## config.mk

```make
export PLATFORM = sky130hd
export DESIGN_NAME = chequeo_dma_rr
export DESIGN_NICKNAME = d
export VERILOG_FILES = /design/src/rtl/chequeo_pkg.sv /design/src/rtl/chequeo_dma_rr_rr_arbiter.sv /design/src/rtl/chequeo_dma_rr.sv
export SDC_FILE = /design/constraint.sdc
export NUM_CORES = 1
export LEC_CHECK = 0
export BUFFER_PORTS_ARGS = -buffer_cell sky130_fd_sc_hd__buf_2
export CORE_MARGIN = 3
export CORE_UTILIZATION = 41
export CTS_BUF_LIST = sky130_fd_sc_hd__clkbuf_8
export DETAILED_ROUTE_END_ITERATION = 10
export SKIP_LAST_GASP = 1
export SYNTH_ARGS = -nofsm -noshare
export SYNTH_HDL_FRONTEND = slang
export SYNTH_SLANG_ARGS = --single-unit
```

## constraint.sdc

```tcl
create_clock -name clk -period 3 [get_ports clk]
set_input_delay 0.15 -clock clk [delete_from_list [all_inputs] [get_ports clk]]
set_output_delay 0.15 -clock clk [all_outputs]
set_load 0.02 [all_outputs]
```

## src/rtl/chequeo_pkg.sv

```systemverilog
`default_nettype none
// ============================================================================
// Module   : chequeo_pkg
// Brief    : Shared FSM state encoding and counter width for chequeo_dma_rr.
// Revision : 1.0 - initial release
// ============================================================================
package chequeo_pkg;

  localparam int CNT_W = 8;

  typedef enum logic [2:0] {
    IDLE      = 3'd0,
    RECIBIR   = 3'd1,
    SOLICITAR = 3'd2,
    ENVIAR    = 3'd3,
    LIBERAR   = 3'd4
  } state_t;

endpackage
`default_nettype wire

```

## src/rtl/chequeo_dma_rr_rr_arbiter.sv

```systemverilog
`default_nettype none
// ============================================================================
// Module   : rr_arbiter
// Brief    : Combinational round-robin pick of the first pending channel
//            after ptr, wrapping modulo N_CH.
// Revision : 1.0 - initial release
// ============================================================================
module rr_arbiter #(
  parameter int N_CH = 4
) (
  input  logic [N_CH-1:0]         pend,
  input  logic [$clog2(N_CH)-1:0] ptr,
  output logic                    grant_valid,
  output logic [$clog2(N_CH)-1:0] grant_idx
);

  localparam int IDX_W = $clog2(N_CH);

  // w_cand[k] is the channel at search distance k+1 from ptr
  logic [IDX_W-1:0] w_cand [N_CH];

  for (genvar k = 0; k < N_CH; k++) begin : g_cand
    assign w_cand[k] = IDX_W'((int'(ptr) + k + 1) % N_CH);
  end

  always_comb begin
    grant_valid = 1'b0;
    grant_idx   = '0;
    for (int k = 0; k < N_CH; k++) begin
      if (!grant_valid && pend[w_cand[k]]) begin
        grant_valid = 1'b1;
        grant_idx   = w_cand[k];
      end
    end
  end

endmodule
`default_nettype wire

```

## src/rtl/chequeo_dma_rr.sv

```systemverilog
`default_nettype none
// ============================================================================
// Module   : chequeo_dma_rr
// Brief    : Round-robin multi-channel DMA bus-request controller.
//            Optional grant timeout enabled by defining CHEQUEO_TIMEOUT_EN.
// Revision : 1.0 - initial release
// ============================================================================
module chequeo_dma_rr
  import chequeo_pkg::*;
#(
  parameter int N_CH      = 4,
  parameter int BURST_LEN = 4,
  parameter int TIMEOUT   = 16
) (
  input  logic                    clk,
  input  logic                    rst_n,
  input  logic [N_CH-1:0]         estado_in,
  input  logic                    check_in,
  output logic                    check_out,
  output logic                    sel,
  output logic [$clog2(N_CH)-1:0] ch_sel,
  output logic [N_CH-1:0]         recibir,
  output logic [N_CH-1:0]         enviar,
  output logic                    busy,
  output logic                    timeout_err
);

  localparam int IDX_W = $clog2(N_CH);

  state_t           r_state;
  logic [N_CH-1:0]  r_estado_q;
  logic [N_CH-1:0]  r_pend;
  logic [IDX_W-1:0] r_ptr;
  logic [CNT_W-1:0] r_burst;

  logic             w_grant_valid;
  logic [IDX_W-1:0] w_grant_idx;
  logic [N_CH-1:0]  w_grant_oh;
  logic [N_CH-1:0]  w_sel_oh;
  logic [N_CH-1:0]  w_set;
  logic [N_CH-1:0]  w_clr;
  logic             w_abort;
  logic             w_timeout;
  logic             w_requeue;

`ifdef CHEQUEO_TIMEOUT_EN
  logic [CNT_W-1:0] r_wait;
  assign w_timeout = (r_state == SOLICITAR) && !check_in &&
                     (r_wait == CNT_W'(TIMEOUT - 1));
`else
  logic w_unused_timeout;
  assign w_unused_timeout = (TIMEOUT == 0);
  assign w_timeout        = 1'b0;
`endif

  rr_arbiter #(.N_CH(N_CH)) u_arb (
    .pend        (r_pend),
    .ptr         (r_ptr),
    .grant_valid (w_grant_valid),
    .grant_idx   (w_grant_idx)
  );

  assign w_grant_oh = {{(N_CH-1){1'b0}}, 1'b1} << w_grant_idx;
  assign w_sel_oh   = {{(N_CH-1){1'b0}}, 1'b1} << ch_sel;
  assign w_abort    = (r_state == ENVIAR) && !check_in;
  assign w_requeue  = w_abort || w_timeout;

  // A re-queued channel sits behind the others because ptr already points at it
  assign w_clr = (r_state == IDLE && w_grant_valid) ? w_grant_oh : '0;
  assign w_set = (estado_in & ~r_estado_q) | (w_requeue ? w_sel_oh : '0);

  always_ff @(posedge clk or negedge rst_n) begin
    if (!rst_n) begin
      r_estado_q <= '0;
      r_pend     <= '0;
    end else begin
      r_estado_q <= estado_in;
      r_pend     <= (r_pend & ~w_clr) | w_set;
    end
  end

  always_ff @(posedge clk or negedge rst_n) begin
    if (!rst_n) begin
      r_state     <= IDLE;
      r_ptr       <= IDX_W'(N_CH - 1);
      ch_sel      <= '0;
      r_burst     <= '0;
      check_out   <= 1'b0;
      sel         <= 1'b0;
      recibir     <= '0;
      enviar      <= '0;
      busy        <= 1'b0;
      timeout_err <= 1'b0;
`ifdef CHEQUEO_TIMEOUT_EN
      r_wait      <= '0;
`endif
    end else begin
      timeout_err <= 1'b0;
      case (r_state)
        IDLE: begin
          if (w_grant_valid) begin
            r_state <= RECIBIR;
            r_ptr   <= w_grant_idx;
            ch_sel  <= w_grant_idx;
            recibir <= w_grant_oh;
            busy    <= 1'b1;
          end
        end
        RECIBIR: begin
          r_state   <= SOLICITAR;
          recibir   <= '0;
          check_out <= 1'b1;
`ifdef CHEQUEO_TIMEOUT_EN
          r_wait    <= '0;
`endif
        end
        SOLICITAR: begin
          if (check_in) begin
            r_state <= ENVIAR;
            sel     <= 1'b1;
            enviar  <= w_sel_oh;
            r_burst <= '0;
          end else if (w_timeout) begin
            r_state     <= LIBERAR;
            check_out   <= 1'b0;
            timeout_err <= 1'b1;
          end
`ifdef CHEQUEO_TIMEOUT_EN
          else begin
            r_wait <= r_wait + CNT_W'(1);
          end
`endif
        end
        ENVIAR: begin
          // Grant loss ends the burst at once, even on its last beat
          if (!check_in || r_burst == CNT_W'(BURST_LEN - 1)) begin
            r_state   <= LIBERAR;
            check_out <= 1'b0;
            sel       <= 1'b0;
            enviar    <= '0;
          end else begin
            r_burst <= r_burst + CNT_W'(1);
          end
        end
        LIBERAR: begin
          r_state <= IDLE;
          busy    <= 1'b0;
        end
        default: r_state <= IDLE;
      endcase
    end
  end

endmodule
`default_nettype wire

```

==> insert_results.sql, run 1 <==
INSERT INTO impl_metrics (metric_group, metric, value, unit) VALUES
('status', 'outcome', 'complete, no violations', ''),
('synthesis', 'post_synthesis_net_count', '174', ''),
('floorplanning', 'number_of_standard_cell_rows_in_the_floorplan', '22', ''),
('final_layout', 'layout_commonest_cell', 'sky130_fd_sc_hd__dfrtp_1', ''),
('clocking', 'cts.sink_count', '34', ''),
('place', 'place_hpwl', '2570', 'um'),
('synthesis', 'ys_async_sr_fraction', '100', '%'),
('synthesis', 'synthesis.area_per_instance', '9.83', 'um2'),
('final_layout', 'fillCellCount', '366', ''),
('synthesis', 'synth.yosys.seq_area_share', '52.3', '%'),
('global_routing', 'grt_max_degree', '35', ''),
('synthesis', 'yosys_most_used_dff', 'sky130_fd_sc_hd__dfrtp_1', ''),
('final_layout', 'postLayoutCellArea', '0.00189', 'mm2'),
('timing', 'hold_slack', '0.230', 'ns'),
('worst_setup_path', 'worst-endpoint-arrival', '1.92', 'ns'),
('clocking', 'clockBufferDepth', '2', ''),
('pwr', 'finalPower', '1.86', 'mW'),
('timing', 'finalCriticalPeriod', '1.76', 'ns'),
('pwr', 'static-leakage-power', '0.888', 'nW'),
('worst_setup_path', 'worst-setup-path-type', 'reg2reg', ''),
('synthesis', 'synth.ff_latch_count', '34', ''),
('floorplanning', 'io_pins', '21', ''),
('floorplanning', 'die_area', '0.00477', 'mm2'),
('pwr', 'power.density_cell_area', '988', 'mW/mm2'),
('place', 'place_area', '0.00176', 'mm2'),
('worst_setup_path', 'path_max_fanout', '11', ''),
('final_layout', 'syn2layout_area_growth', '15.6', '%'),
('timing', 'timing.final.max_slew_violations', '0', ''),
('synthesis', 'synth-edff-count', '0', ''),
('floorplanning', 'dieWidth', '69.1', 'um'),
('synthesis', 'gate_count_post_synth', '166', ''),
('worst_setup_path', 'reg2reg_slack', '1.24', 'ns'),
('floorplanning', 'effective_utilization_at_floorplan', '43.6', '%'),
('min_path', 'hp-class', 'in2reg', ''),
('final_layout', 'layout-drive-gt1-share', '18.8', '%'),
('final_layout', 'fin_cells', '240', ''),
('detailed_routing', 'drt_iter0_drc', '39', ''),
('place', 'portBuffers', '19', ''),
('global_routing', 'use_met3', '4.81', '%'),
('timing', 'finalHoldViolCount', '0', ''),
('timing', 'timing.max_slew.rel_slack', '50.6', '%'),
('synthesis', 'yosysWarnings', '0', ''),
('global_routing', 'global_route.usage.total', '16.3', '%'),
('detailed_routing', 'routed_via_density', '5.37', ''),
('final_layout', 'final-seq-area', '853', 'um2'),
('timing', 'final.period_utilization', '58.6', '%'),
('synthesis', 'synthDistinctLibCells', '47', ''),
('global_routing', 'grtUsageMet1', '20.6', '%'),
('final_layout', 'nets', '199', ''),
('clocking', 'ctsRootBufferMaster', 'sky130_fd_sc_hd__clkbuf_8', ''),
('detailed_routing', 'ant_nets', '0', ''),
('timing', 'worst-slew-pin-transition', '0.742', 'ns'),
('detailed_routing', 'drt_pass1_iterations', '4', ''),
('timing', 'finalSetupViolations', '0', ''),
('timing', 'unrepaired_setup_endpoints_after_global_routing', 'no', ''),
('timing', 'setup_total_negative_slack', '0', 'ns'),
('timing', 'finalClockSkew', '0.00645', 'ns'),
('detailed_routing', 'detail_route.wl_per_cell', '14.4', 'um'),
('global_routing', 'grt_antenna_before_repair', '0', ''),
('global_routing', 'groute.layer.met2.usage', '25.6', '%'),
('final_layout', 'n_antenna_cell', '0', ''),
('worst_setup_path', 'crit_path_start_kind', 'register', ''),
('place', 'place_ws', '1.27', 'ns'),
('detailed_routing', 'detailroute.via_count', '1289', ''),
('worst_setup_path', 'cp-end-kind', 'register', ''),
('synthesis', 'syn-cell-area', '0.00163', 'mm2'),
('worst_setup_path', 'required', '3.16', 'ns'),
('global_routing', 'globalRoute.busiestLayer', 'met2', ''),
('clocking', 'clk_pin_slew_worst_paths', '0.07', 'ns'),
('global_routing', 'via_count_of_the_first_global_routing_pass', '1336', ''),
('clocking', 'worst_skew_pair.late_latency', '0.29', 'ns');
==> area by class of cell <==
type,instances,share of cell area (%)
Inverter,10,1.99
Timing Repair Buffer,24,7.69
Tap cell,48,3.18
Clock buffer,5,3.65
Sequential cell,34,45.2
Clock inverter,3,0.597
Multi-Input combinational cell,116,37.7
==> synthesized netlist by cell type, types with 2 or more instances <==
library cell | n | area share (%)
sky130_fd_sc_hd__dfrtp_1 | 32 | 49
sky130_fd_sc_hd__nand2_1 | 19 | 4.4
sky130_fd_sc_hd__nor2_1 | 17 | 3.9
sky130_fd_sc_hd__o21ai_0 | 12 | 3.7
sky130_fd_sc_hd__inv_1 | 10 | 2.3
sky130_fd_sc_hd__a21oi_1 | 6 | 1.8
sky130_fd_sc_hd__nand3_1 | 5 | 1.5
sky130_fd_sc_hd__nand4_1 | 5 | 1.9
sky130_fd_sc_hd__nor3_1 | 5 | 1.5
sky130_fd_sc_hd__mux2i_1 | 4 | 2.5
sky130_fd_sc_hd__nand2b_1 | 4 | 1.5
sky130_fd_sc_hd__and3_1 | 3 | 1.2
sky130_fd_sc_hd__o22ai_1 | 3 | 1.2
sky130_fd_sc_hd__xor2_1 | 3 | 1.6
sky130_fd_sc_hd__clkbuf_1 | 2 | 0.46
sky130_fd_sc_hd__clkbuf_2 | 2 | 0.61
sky130_fd_sc_hd__dfstp_2 | 2 | 3.2
sky130_fd_sc_hd__nor2b_1 | 2 | 0.77
sky130_fd_sc_hd__o32ai_1 | 2 | 1.1
==> final timing paths <==
path	startpoint	end	depth (start not counted)
max	r_state[1]	r_pend[3]	4
min	check_in	r_state[2]	2
max reg2reg	r_state[1]	r_pend[3]	4
min reg2reg	recibir[0]	recibir[0]	1
max in group asynchronous	rst_n	r_estado_q[2]	2
min in group asynchronous	rst_n	r_burst[4]	2
==> routing by layer <==
| metal | vias up | wire (um) |
|---|---|---|
| met5 | - | 0 |
| li1 | 635 | - |
| met4 | 0 | 90 |
| met1 | 616 | 1560 |
| met3 | 10 | 145 |
| met2 | 28 | 1670 |
==> what timing repair did <==
item,4_1_cts,5_1_grt
gates resized for setup,0,0
hold buffers,5,0
setup endpoints to repair,0,0
setup buffers,0,0
endpoints found under the hold margin,36,0
==> critical path, stage by stage, from the launching register on <==
cell	delay, ns
sky130_fd_sc_hd__dfrtp_1	0.48
sky130_fd_sc_hd__or3_4	0.46
sky130_fd_sc_hd__a211oi_4	0.26
sky130_fd_sc_hd__o211ai_2	0.14
sky130_fd_sc_hd__a221o_1	0.31
==> logic make-up after synthesis <==
logic type	Yosys count	share of synthesized area [%]
simple gates	71	22.3
buf+inv	16	4.14
mux	4	2.45
xor+xnor	3	1.61
flops	34	52.3
fa+ha+maj	1	0.767
compound gates	36	16.2
other cells	1	0.230
==> where the power goes <==
group | leakage (nW) | switching, mW | internal [mW] | total [mW]
clock | 0.0519 | 0.154 | 0.154 | 0.308
sequential | 0.414 | 0.172 | 0.616 | 0.788
combinational | 0.422 | 0.465 | 0.303 | 0.768
total | 0.888 | 0.790 | 1.07 | 1.86
==> registers in the layout, indices dropped and copies added (netlist names) <==
register / flops
sel: 1
busy: 1
enviar: 4
recibir: 4
r_ptr: 2
ch_sel: 2
r_estado_q: 4
r_pend: 4
r_state: 3
check_out: 1
r_burst: 8
Power figures use the tool's default switching activity.
==> run 2: changes to the inputs <==
==> constraint.sdc (replaced) <==
create_clock -name clk -period 1.6 [get_ports clk]
set_input_delay 0.08 -clock clk [delete_from_list [all_inputs] [get_ports clk]]
set_output_delay 0.08 -clock clk [all_outputs]
set_load 0.02 [all_outputs]
==> run 2 against run 1 <==
Sequential power grew 76%. Maximum frequency grew 10%. Count of clock-buffer cells in the layout grew 1. Final cell count grew 6.7%. Non-clock buffer count grew 16. Core utilization grew 3.8 points. Register-to-register slack lost 1.2 ns. First-iteration DRC count grew 21%. Clock skew shrank 0.0031 ns. Design area grew 7.6%.
==> insert_results.sql, run 2 (synthesized netlist as in run 1, its figures left out) <==
INSERT INTO impl_metrics (metric_group, metric, value, unit) VALUES
('timing', 'unrepaired_setup_endpoints_after_global_routing', 'yes', ''),
('worst_setup_path', 'required', '1.77', 'ns'),
('flow_run', 'cap_viol_max_count', '0', ''),
('pwr', 'internal_power', '2.25', 'mW'),
('timing', 'finalClockSkew', '0.00333', 'ns'),
('place', 'placed_cells_incl_taps', '243', ''),
('worst_setup_path', 'worstSetupStartpoint', 'r_pend[3]', ''),
('pwr', 'seqPwrFrac', '36.6', '%'),
('timing', 'worst-slew-pin-transition', '0.752', 'ns'),
('worst_setup_path', 'critPathBufInv', '1', ''),
('clocking', 'ctsRootBufferMaster', 'sky130_fd_sc_hd__clkbuf_8', ''),
('pwr', 'ir_worst_vdd', '1.18', 'mV'),
('place', 'place_hpwl', '2650', 'um'),
('worst_setup_path', 'cp-end-kind', 'register', ''),
('clocking', 'cts.sink_count', '34', ''),
('detailed_routing', 'detailroute.via_count', '1371', ''),
('pwr', 'switching_share', '41.0', '%'),
('pwr', 'p_comb_share', '46.5', '%'),
('timing', 'fmaxAchievable', '0.627', 'GHz'),
('floorplanning', 'dieWidth', '69.1', 'um'),
('global_routing', 'grt_max_degree', '35', ''),
('floorplanning', 'placeableCoreArea', '0.00374', 'mm2'),
('worst_setup_path', 'timing.rr.start', 'r_pend[3]', ''),
('timing', 'finalWorstSetupSlack', '0.00527', 'ns'),
('pwr', 'power_switching', '1.56', 'mW'),
('detailed_routing', 'drc', '0', ''),
('clocking', 'htree_num_levels', '2', ''),
('final_layout', 'nets', '215', ''),
('place', 'portBuffers', '19', ''),
('final_layout', 'syn2layout_area_growth', '24.5', '%'),
('timing', 'timing.max_slew.rel_slack', '49.9', '%'),
('clocking', 'post-cts-setup-buffers', '0', ''),
('detailed_routing', 'ant_nets', '0', ''),
('final_layout', 'final_cell_mix', '32 x sky130_fd_sc_hd__dfrtp_1, 19 x sky130_fd_sc_hd__nand2_1, 19 x sky130_fd_sc_hd__buf_2', ''),
('detailed_routing', 'detail_route.wirelength', '3610', 'um'),
('worst_setup_path', 'cell_with_the_biggest_individual_delay_on_the_critical_path', 'sky130_fd_sc_hd__dfrtp_1', ''),
('floorplanning', 'number_of_standard_cell_rows_in_the_floorplan', '22', ''),
('clocking', 'cts_made_buffers', '5', ''),
('final_layout', 'n_antenna_cell', '0', ''),
('timing', 'finalHoldViolCount', '0', ''),
('worst_setup_path', 'crit_chain', 'inv_1 > o32ai_2 > o211ai_2 > a221o_1', ''),
('worst_setup_path', 'critical_path.top_delay_family', 'compound AO/OA/AOI/OAI gates', ''),
('floorplanning', 'effective_utilization_at_floorplan', '43.6', '%'),
('detailed_routing', 'detail_route.wl_per_cell', '14.1', 'um'),
('pwr', 'static-leakage-power', '0.970', 'nW'),
('place', 'place_ws', '-0.0204', 'ns'),
('timing', 'setup_total_negative_slack', '0', 'ns'),
('floorplanning', 'fp.dieH', '69.1', 'um'),
('min_path', 'hold_start', 'check_in', ''),
('detailed_routing', 'drt_pass1_iterations', '4', ''),
('worst_setup_path', 'path_max_fanout', '8', ''),
('min_path', 'hp-class', 'in2reg', ''),
('final_layout', 'registers.top_by_ff_count', 'r_burst', ''),
('clocking', 'worst_skew_pair.late_latency', '0.28', 'ns'),
('final_layout', 'final-seq-area', '853', 'um2'),
('global_routing', 'via_count_of_the_first_global_routing_pass', '1373', ''),
('timing', 'final.period_utilization', '99.7', '%'),
('worst_setup_path', 'worst-setup-path-type', 'reg2reg', ''),
('global_routing', 'grt_antenna_before_repair', '0', ''),
('worst_setup_path', 'crit_path_start_kind', 'register', ''),
('status', 'outcome', 'complete, no violations', ''),
('floorplanning', 'die_area', '0.00477', 'mm2'),
('final_layout', 'multiInputGateArea', '723', 'um2'),
('place', 'finalWeightedCongestion', '0.983', ''),
('floorplanning', 'io_pins', '21', ''),
('final_layout', 'fillCellCount', '363', ''),
('worst_setup_path', 'timing.critical_path.slowest_cell_delay', '0.49', 'ns'),
('final_layout', 'layout_commonest_cell', 'sky130_fd_sc_hd__dfrtp_1', ''),
('global_routing', 'global_route.usage.total', '16.2', '%'),
('final_layout', 'largest_register_ffs', '8', ''),
('pwr', 'finalPower', '3.81', 'mW'),
('detailed_routing', 'drt_iter0_drc', '47', ''),
('final_layout', 'fin_cells', '256', ''),
('pwr', 'clk_pwr_share', '16.9', '%'),
('timing', 'finalCriticalPeriod', '1.59', 'ns'),
('clocking', 'clk_pin_slew_worst_paths', '0.07', 'ns'),
('timing', 'timing.final.max_slew_violations', '0', ''),
('clocking', 'cts_tree', 'done', ''),
('global_routing', 'grt_pass1_wl', '6230', 'um'),
('pwr', 'power.density_cell_area', '1880', 'mW/mm2'),
('detailed_routing', 'routed_via_density', '5.36', ''),
('timing', 'finalSetupViolations', '0', ''),
('final_layout', 'layout-drive-gt1-share', '27.4', '%'),
('global_routing', 'global_route_overflow', '0', ''),
('worst_setup_path', 'worst-endpoint-arrival', '1.77', 'ns'),
('final_layout', 'layout.core_utilization', '54.2', '%'),
('clocking', 'clockBufferDepth', '2', '');
-- run 2: cell types whose count changed in the layout (fill, tap and decap cells not counted), sizes merged --
cell and change:
buf +16, clkbuf +1, clkinv +1, inv -2
-- run 2: power by group through the flow --
stage          Clock [mW]  Sequential [mW]  Combinational (mW)
2_1_floorplan           0             1.55               0.961
3_3_place_gp            0             1.39                1.74
3_5_place_dp            0             1.40                1.74
4_1_cts             0.670             1.39                1.77
5_1_grt             0.716             1.43                1.95
6_report            0.645             1.39                1.77
-- run 2: final cells by class --
cell class | instances | share of cell area, %
inverters | 10 | 1.85
repair buffers | 40 | 13.1
clock buffers | 6 | 4.07
well taps | 48 | 2.96
clock inverters | 2 | 0.431
flip-flops and latches | 34 | 42.0
multi-input cells | 116 | 35.6
-- run 2: path summary, 6_finish.rpt --
kind	end	slack, ns	cells past startpoint
max reg2reg	r_pend[3]	0.005	4
max	r_pend[3]	0.005	4
min	r_state[2]	0.24	3
max in group asynchronous	r_estado_q[1]	0.73	2
min in group asynchronous	r_estado_q[0]	0.40	2
min reg2reg	recibir[0]	0.52	1
-- run 2: through the flow --
stage	area (um2)	hold slack, ns
2_1_floorplan	1630	-0.216
3_3_place_gp	1880	0.185
3_5_place_dp	1880	0.202
4_1_cts	2020	0.227
5_1_grt	2030	0.251
6_report	2030	0.238
-- run 2: worst reg2reg max path: cells and delay by family, from the launching register on --
family | cells | cell delay (ns)
flip-flops | 1 | 0.49
buffers and inverters | 1 | 0.09
AO/OA/AOI/OAI | 3 | 0.90
-- run 2: what timing repair did --
action / 4_1_cts / 5_1_grt
endpoints found under the hold margin: 36 / 0
endpoints found under the setup margin: 1 / 5
gates cloned: 0 / 0
gates resized for setup: 1 / 2
pin swaps: 0 / 2
hold buffers: 5 / 0
-- run 2: layer usage --
metal,GRT usage (%),vias up,share of wire [%]
li1,-,666,-
met5,0,-,0
met3,4.66,3,5.3
met4,3.90,0,0.75
met2,26.3,46,47
met1,21.4,656,47
